## src/rtl/proto_pkg.sv

```systemverilog
// Shared definitions for the host byte-link frame transmitter and receiver.
// Frame layout: [SOF][TYPE][LEN][PAYLOAD x LEN][CHK].
package proto_pkg;

    localparam logic [7:0] SOF_BYTE    = 8'hAA;
    localparam int         DEF_MAX_LEN = 32;

    typedef enum logic [2:0] {
        IDLE,
        SOF,
        TYPE,
        LEN,
        PAY,
        CHK
    } tx_state_t;

    function automatic logic [7:0] csum_add(input logic [7:0] acc, input logic [7:0] b);
        return acc + b;
    endfunction

endpackage

```

## src/rtl/proto_tx.sv

```systemverilog
// Frame transmitter: latches one packet and streams it byte-by-byte over a
// valid/ready link as SOF, TYPE, LEN, payload, running-sum checksum.
module proto_tx
    import proto_pkg::*;
#(
    parameter int MAX_LEN = DEF_MAX_LEN
) (
    input  logic                 clk,
    input  logic                 rst,
    input  logic                 send_valid,
    output logic                 send_ready,
    input  logic [7:0]           pkt_type,
    input  logic [7:0]           pkt_len,
    input  logic [8*MAX_LEN-1:0] payload_bus,
    output logic [7:0]           tx_data,
    output logic                 tx_valid,
    input  logic                 tx_ready,
    output logic                 pkt_done,
    output logic                 pkt_err
);

    localparam int PW = 8 * MAX_LEN;

    tx_state_t      state, state_d;
    logic [7:0]     type_q, len_q, sum_q, idx_q;
    logic [PW-1:0]  payload_q, pay_shift;
    logic [7:0]     pay_byte;
    logic           accept, len_bad, hs;

    always_comb begin
        // Byte idx sits MSB-first, so shifting it to the top exposes it.
        pay_shift  = payload_q << {idx_q, 3'b000};
        pay_byte   = pay_shift[PW-1 -: 8];
        len_bad    = (pkt_len == 8'd0) || (int'(pkt_len) > MAX_LEN);
        send_ready = (state == IDLE);
        accept     = send_ready && send_valid;
        tx_valid   = (state != IDLE);
        hs         = tx_valid && tx_ready;
        tx_data    = '0;
        state_d    = state;
        case (state)
            IDLE: if (accept && !len_bad) state_d = SOF;
            SOF: begin
                tx_data = SOF_BYTE;
                if (hs) state_d = TYPE;
            end
            TYPE: begin
                tx_data = type_q;
                if (hs) state_d = LEN;
            end
            LEN: begin
                tx_data = len_q;
                if (hs) state_d = PAY;
            end
            PAY: begin
                tx_data = pay_byte;
                if (hs && (idx_q + 8'd1 == len_q)) state_d = CHK;
            end
            CHK: begin
                tx_data = sum_q;
                if (hs) state_d = IDLE;
            end
            default: state_d = IDLE;
        endcase
    end

    always_ff @(posedge clk) begin
        if (rst) begin
            state     <= IDLE;
            type_q    <= '0;
            len_q     <= '0;
            sum_q     <= '0;
            idx_q     <= '0;
            payload_q <= '0;
            pkt_done  <= 1'b0;
            pkt_err   <= 1'b0;
        end else begin
            state    <= state_d;
            pkt_done <= (state == CHK) && hs;
            pkt_err  <= accept && len_bad;
            if (accept) begin
                type_q    <= pkt_type;
                len_q     <= pkt_len;
                payload_q <= payload_bus;
                sum_q     <= pkt_type;
                idx_q     <= '0;
            end
            if (hs) begin
                case (state)
                    LEN: sum_q <= csum_add(sum_q, len_q);
                    PAY: begin
                        sum_q <= csum_add(sum_q, pay_byte);
                        idx_q <= idx_q + 8'd1;
                    end
                    default: ;
                endcase
            end
        end
    end

endmodule

```

## config.mk

```make
export PLATFORM = sky130hd
export DESIGN_NAME = proto_tx
export DESIGN_NICKNAME = d
export VERILOG_FILES = /design/src/rtl/proto_pkg.sv /design/src/rtl/proto_tx.sv
export SDC_FILE = /design/constraint.sdc
export NUM_CORES = 1
export LEC_CHECK = 0
export CORE_ASPECT_RATIO = 1.5
export CORE_MARGIN = 4
export CORE_UTILIZATION = 46
export CTS_BUF_LIST = sky130_fd_sc_hd__clkbuf_16
export CTS_CLUSTER_SIZE = 14
export DETAILED_ROUTE_END_ITERATION = 10
export GPL_TIMING_DRIVEN = 0
export PLACE_DENSITY = 0.83
export SYNTH_ARGS = -nofsm -noshare
export SYNTH_HDL_FRONTEND = slang
export SYNTH_SLANG_ARGS = --single-unit
```

## constraint.sdc

```tcl
create_clock -name clk -period 3.67 [get_ports clk]
set_input_delay 0.734 -clock clk [delete_from_list [all_inputs] [get_ports clk]]
set_output_delay 0.734 -clock clk [all_outputs]
set_load 0.01 [all_outputs]
```

==> reports/metrics.yaml, run 1 <==
place:
  port-buffer-count: 286
  post-place-ws_ns: -1.08
  placed_area_um2: 16300
  dp_hpwl_um: 34700
  gp_congestion: 0.925
global_routing:
  grt-ovfl-total: 0
  grt_max_degree: 15
  grt_use_total_pct: 27.5
  antenna_found_initial: 1
  grt_pass1_wl_um: 67400
  grt_pass1_vias: 12700
detailed_routing:
  first_pass_iters: 8
  drt_iter0_drc: 896
  wl_um: 45400
  wl_met1_um: 16100
  routed-wl-met3_um: 3510
  ant_nets: 0
  top_layer_used: "met5"
  post_drt_via_cell_ratio: 5.69
  routedWlPerCell_um: 20.3
  drc: 0
  wl_met2_um: 22900
  dr_total_vias: 12700
logic_synthesis:
  syn_nets: 1827
  syn_inst: 1541
  synth_top_cell_by_area: "dfxtp_1"
  synthFlopType: "dfxtp_1"
  synth_edf_count: 0
  yosys_warnings: 0
  synthArstFlopShare_pct: 0
  synth_commonest_cells: "nand2_1 (581), a21oi_1 (295), dfxtp_1 (293)"
  synth-seq-area-share_pct: 45.2
  ys_types: 46
  synth.area.top_cells: "dfxtp_1 (45%), nand2_1 (17%), mux4_2 (13%)"
  synth_area_um2: 13000
  synth_seq_cells: 293
  syn_area_per_cell_um2: 8.42
  yosys.cell_count.top_type: "nand2_1"
  netlist.area_leader.share_pct: 45.2
sta:
  rsz0062_at_grt: "yes"
  min_period_ns: 3.79
  period_share_pct: 103
  clock-skew-final_ns: 0.0113
  setup_viol: 6
  slew_violations: 0
  tightest_slew_ns: 0.856
  relSlewSlack_pct: 42.9
  finalHoldViolations: 0
  fmax_mhz: 264
  fin_ws_ns: -0.115
  whs_ns: 0.454
  setup_tns_ns: -0.366
status:
  violations: "negative setup slack"
  status: "finished with violations"
cells_and_area:
  fin_nets: 2158
  final_layout_size_suffix_gt1_share_pct: 10.3
  area_delta_synth_final_pct: 34.5
  diodes: 0
  fillerInstances: 2256
  finalInstanceArea_um2: 17500
critical_path:
  crit_buf_inv: 5
  critPathTopFamily: "multiplexers"
  reg2regPathDepth: 16
  crit_fanout: 5
  path_cells: "buf_6 > buf_12 > buf_12 > buf_4 > mux4_2 > mux4_2 > nand2_2 > a21oi_2 > a221o_1 > buf_2"
  worst_ep_arrival_time_ns: 3.05
  endpoint_kind: "primary output"
  crit_type: "reg2out"
  reg2reg_slack_ns: -0.01
  cp-start-kind: "flop"
  worstPathRequired_ns: 2.94
  r2r-start: "idx_q[0]"
  cpPeakStageDelay_ns: 0.54
  cp_slowest_cell: "mux4_2"
  r2r_end: "sum_q[7]"
power_and_ir_drop:
  p_int_mw: 5.73
  power_density_nw_per_um2: 460
  clkPwrFrac_pct: 35.2
  power.switching_mw: 2.30
  switching_share_pct: 28.6
  vdd_drop_max_mv: 0.326
  p_comb_share_pct: 19.3
  power_leakage_nw: 6.54
  p_seq_share_pct: 45.5
clocking:
  insertion_delay_ns: 0.55
  cts_root_buf: "clkbuf_16"
  cts_buffers: 28
  cts_tree: "yes"
  cts_hold_buf: 0
  h-tree-depth: 1
  clk_path_buf_depth: 3
  clk_pin_slew_worst_paths_ns: 0.06
  cts_sinks: 293
die:
  start_util_pct: 46.6
  fp-row-count: 75
  core-area_um2: 27900
  die_y_um: 214
  die_w_um: 145
  ios: 288
  die-area_um2: 31000
min_path:
  holdPathStages: 2
  worstHoldStart: "payload_q[130]"
  hold_class: "reg2reg"
  whs_endpoint: "payload_q[130]"
flow_run:
  maxCapViolCount: 0
[how the worst max path moves through the flow]
stage,end,slack [ns],depth (start not counted),startpoint
2_1_floorplan,sum_q[7],0.07,16,idx_q[0]
3_3_place_gp,sum_q[7],-1.10,15,idx_q[1]
3_5_place_dp,sum_q[7],-1.08,15,idx_q[1]
4_1_cts,sum_q[7],-0.07,17,idx_q[0]
5_1_grt,tx_data[4],-0.13,10,idx_q[0]
6_report,tx_data[2],-0.12,10,idx_q[0]
[timing repair]
| action | in CTS | in global routing |
|---|---|---|
| gates cloned | 1 | 0 |
| endpoints found under the setup margin | 15 | 11 |
| resized for setup | 70 | 14 |
| pin swaps | 6 | 3 |
| buffers inserted | 12 | 4 |
[placed cells by master, fill, tap and decap left out, types with 12 or more instances in the layout]
master and instances:
a21oi_1 287, buf_4 16, buf_6 12, clkbuf_1 99, clkbuf_16 29, clkdlybuf4s50_1 278, dfxtp_1 291, inv_1 14
mux4_2 76, nand2_1 574, nor2_1 33, xnor2_1 12
[logic make-up (layout without fill, tap and decap cells)]
family | count (synthesis) | in the layout | synth area share [%]
AOI/OAI and AO/OA | 345 | 345 | 14.4
xor gates and xnor gates | 18 | 18 | 1.32
adders and majority gates | 10 | 10 | 1.02
buffers and inverters | 137 | 487 | 4.46
DFF | 293 | 293 | 45.2
muxes | 90 | 90 | 14.3
and+or+nand+nor | 648 | 648 | 19.3
[registers in the layout, indices dropped and copies added, names as in the netlist]
register and cells:
pkt_err 1, type_q 8, pkt_done 1, idx_q 8, payload_q 256, state 3, sum_q 8, len_q 8
[power groups by stage]
stage | sequential (mW) | clock (mW) | combinational [mW]
3_5_place_dp | 3.71 | 0 | 1.51
6_report | 3.65 | 2.83 | 1.55
4_1_cts | 3.64 | 2.82 | 1.52
2_1_floorplan | 3.64 | 0 | 0.856
3_3_place_gp | 3.69 | 0 | 1.48
5_1_grt | 3.67 | 2.96 | 1.68
[layer usage]
layer	GRT usage, %	vias to the layer above
met1	31.1	5985
met4	15.8	2
li1	-	5888
met5	0	-
met2	49.7	674
met3	4.52	170
[layout make-up]
cell class                 count  area (µm²)  share of cell area [%]
buffer                       126         623                    3.57
inverter                      10        37.5                   0.215
tap                          346         433                    2.48
multi-input combinational   1111        6650                    38.1
sequential                   293        5870                    33.6
clock buffer                  29         726                    4.16
timing repair buffer         302        2970                    17.0
clock inverter                20         149                   0.853
[per-stage QoR]
step	power (mW)	cells	util, %
final	8.02	2237	62.6
after global routing	8.31	2237	62.6
after CTS	7.99	2234	62.4
after detailed placement	5.22	2173	58.4
after global placement	5.17	2173	58.4
after floorplan	4.49	1541	-
[tightest hold or removal path, stage by stage, from the launching register on]
cell and delay (ns):
dfxtp_1 0.31, nand2_1 0.05, a21oi_1 0.05
(Power assumes the default switching activity.)
==> run 2: changes to the inputs <==
Settings changed: PLACE_DENSITY 0.83 to 0.77.
==> reports/metrics.yaml, run 2 (synthesis gave the netlist of run 1 again) <==
critical_path:
  crit_type: "reg2out"
  crit_buf_inv: 5
  critPathTopFamily: "multiplexers"
  cpPeakStageDelay_ns: 0.52
  endpoint_kind: "primary output"
  crit_start: "idx_q[0]"
  crit_fanout: 5
  worst_ep_arrival_time_ns: 3.06
  r2r_end: "sum_q[7]"
  cp_slowest_cell: "mux4_2"
  path_cells: "buf_6 > buf_12 > buf_12 > mux4_2 > mux4_2 > nand2_2 > a21oi_4 > buf_4 > a221o_1 > buf_2"
  r2r-start: "idx_q[0]"
  cp-start-kind: "flop"
  worstPathRequired_ns: 2.94
  reg2reg_slack_ns: -0.06
  reg2regPathDepth: 16
clocking:
  cts_buffers: 28
  clk_path_buf_depth: 3
  h-tree-depth: 1
  insertion_delay_ns: 0.56
  cts_sinks: 293
  cts_tree: "yes"
  cts_root_buf: "clkbuf_16"
  clk_pin_slew_worst_paths_ns: 0.07
sta:
  rsz0062_at_grt: "yes"
  clock-skew-final_ns: 0.0211
  relSlewSlack_pct: 36.3
  fin_ws_ns: -0.121
  period_share_pct: 103
  min_period_ns: 3.79
  fmax_mhz: 264
  tightest_slew_ns: 0.955
  slew_violations: 0
  setup_viol: 7
  finalHoldViolations: 0
  whs_ns: 0.452
  setup_tns_ns: -0.358
global_routing:
  grt_pass1_wl_um: 68200
  grt_max_degree: 15
  antenna_found_initial: 3
  grt_pass1_vias: 12800
  grt-ovfl-total: 0
  grt_use_total_pct: 27.9
power_and_ir_drop:
  switching_share_pct: 28.5
  p_seq_share_pct: 45.6
  p_int_mw: 5.72
  power_density_nw_per_um2: 458
  p_comb_share_pct: 19.2
  vdd_drop_max_mv: 0.358
  power.switching_mw: 2.28
  power_leakage_nw: 6.51
  report.power.total_mw: 7.99
  clkPwrFrac_pct: 35.2
cells_and_area:
  layout_commonest_cell: "nand2_1"
  finalInstanceArea_um2: 17400
  largest-register: "payload_q"
  post-route-util_pct: 62.5
  area_delta_synth_final_pct: 34.3
  layout_common_cells: "nand2_1 (572), dfxtp_1 (291), a21oi_1 (287)"
  fin_nets: 2153
  final_layout_size_suffix_gt1_share_pct: 9.86
  fin_cells: 2233
  largest_reg_flops: 256
status:
  status: "finished with violations"
  violations: "negative setup slack"
die:
  core-area_um2: 27900
  fp-row-count: 75
  die_w_um: 145
  die-area_um2: 31000
  die_y_um: 214
  ios: 288
  start_util_pct: 46.6
detailed_routing:
  routedWlPerCell_um: 20.1
  drc: 0
  wl_um: 45000
  drt_iter0_drc: 884
  ant_nets: 0
  dr_total_vias: 12600
  post_drt_via_cell_ratio: 5.63
  first_pass_iters: 5
place:
  dp_hpwl_um: 34900
  gp_congestion: 0.935
  placed_area_um2: 16300
  post-place-ws_ns: -1.04
  place_inst: 2173
  port-buffer-count: 286
min_path:
  holdPathStages: 2
  worstHoldStart: "payload_q[136]"
  hold_class: "reg2reg"
  whs_endpoint: "payload_q[136]"
flow_run:
  maxCapViolCount: 0
==> run 2: cell types whose count changed in the layout (fill, tap and decap cells not counted), sizes merged <==
cell,previous run,this run
buf,46,43
clkbuf,131,130
clkdlybuf4s15,1,0
clkinv,11,14
diode,0,1
inv,16,13
==> run 2: area by class of cell <==
| class | count | area [µm²] |
|---|---|---|
| antenna | 1 | 2.50 |
| inverter | 10 | 37.5 |
| clock buffer | 29 | 726 |
| clock inverter | 20 | 148 |
| fill | 2364 | 10400 |
| multi-input combinational | 1111 | 6650 |
| buffer | 126 | 638 |
| tap | 346 | 433 |
| timing repair buffer | 297 | 2930 |
| sequential | 293 | 5870 |
==> run 2: worst max-delay path by stage <==
stage	cells after the start	end
2_1_floorplan	16	sum_q[7]
3_3_place_gp	15	sum_q[7]
3_5_place_dp	15	sum_q[7]
4_1_cts	10	tx_data[4]
5_1_grt	16	sum_q[6]
6_report	10	tx_data[1]
==> run 2: repair_timing <==
| action | in CTS | in global routing |
|---|---|---|
| resized for setup | 76 | 9 |
| hold buffers | 0 | 0 |
| setup buffers | 9 | 2 |
| endpoints found under the hold margin | 0 | 0 |
| endpoints found under the setup margin | 13 | 10 |
| gates cloned | 1 | 0 |
| pin swaps | 6 | 2 |
==> run 2: power groups by stage <==
stage	Sequential (mW)	Clock [mW]	Combinational (mW)
4_1_cts	3.64	2.81	1.52
3_5_place_dp	3.71	0	1.51
2_1_floorplan	3.64	0	0.856
3_3_place_gp	3.69	0	1.48
6_report	3.65	2.81	1.54
5_1_grt	3.67	2.95	1.68
==> run 2: worst register-to-register path, cell delays in order (launching register included) <==
cell and delay (ns):
dfxtp_2 0.34, buf_6 0.14, buf_12 0.13, buf_12 0.11, mux4_2 0.52, mux4_2 0.52, nand2_2 0.12, a21oi_4 0.07
a21o_1 0.17, ha_1 0.27, a21o_1 0.20, a21oi_2 0.16, o21ai_2 0.10, o41ai_4 0.30, xnor3_1 0.28, a21oi_1 0.13
nor2_1 0.05
==> run 2: routing by layer <==
metal	vias to the layer above	share of wire (%)	track usage (%)	routed length, µm
li1	5884	-	-	-
met5	-	0.058	0	26
met2	610	50	50.5	22700
met4	4	5.9	15.3	2670
met3	155	7.4	4.48	3340
met1	5914	36	31.8	16300
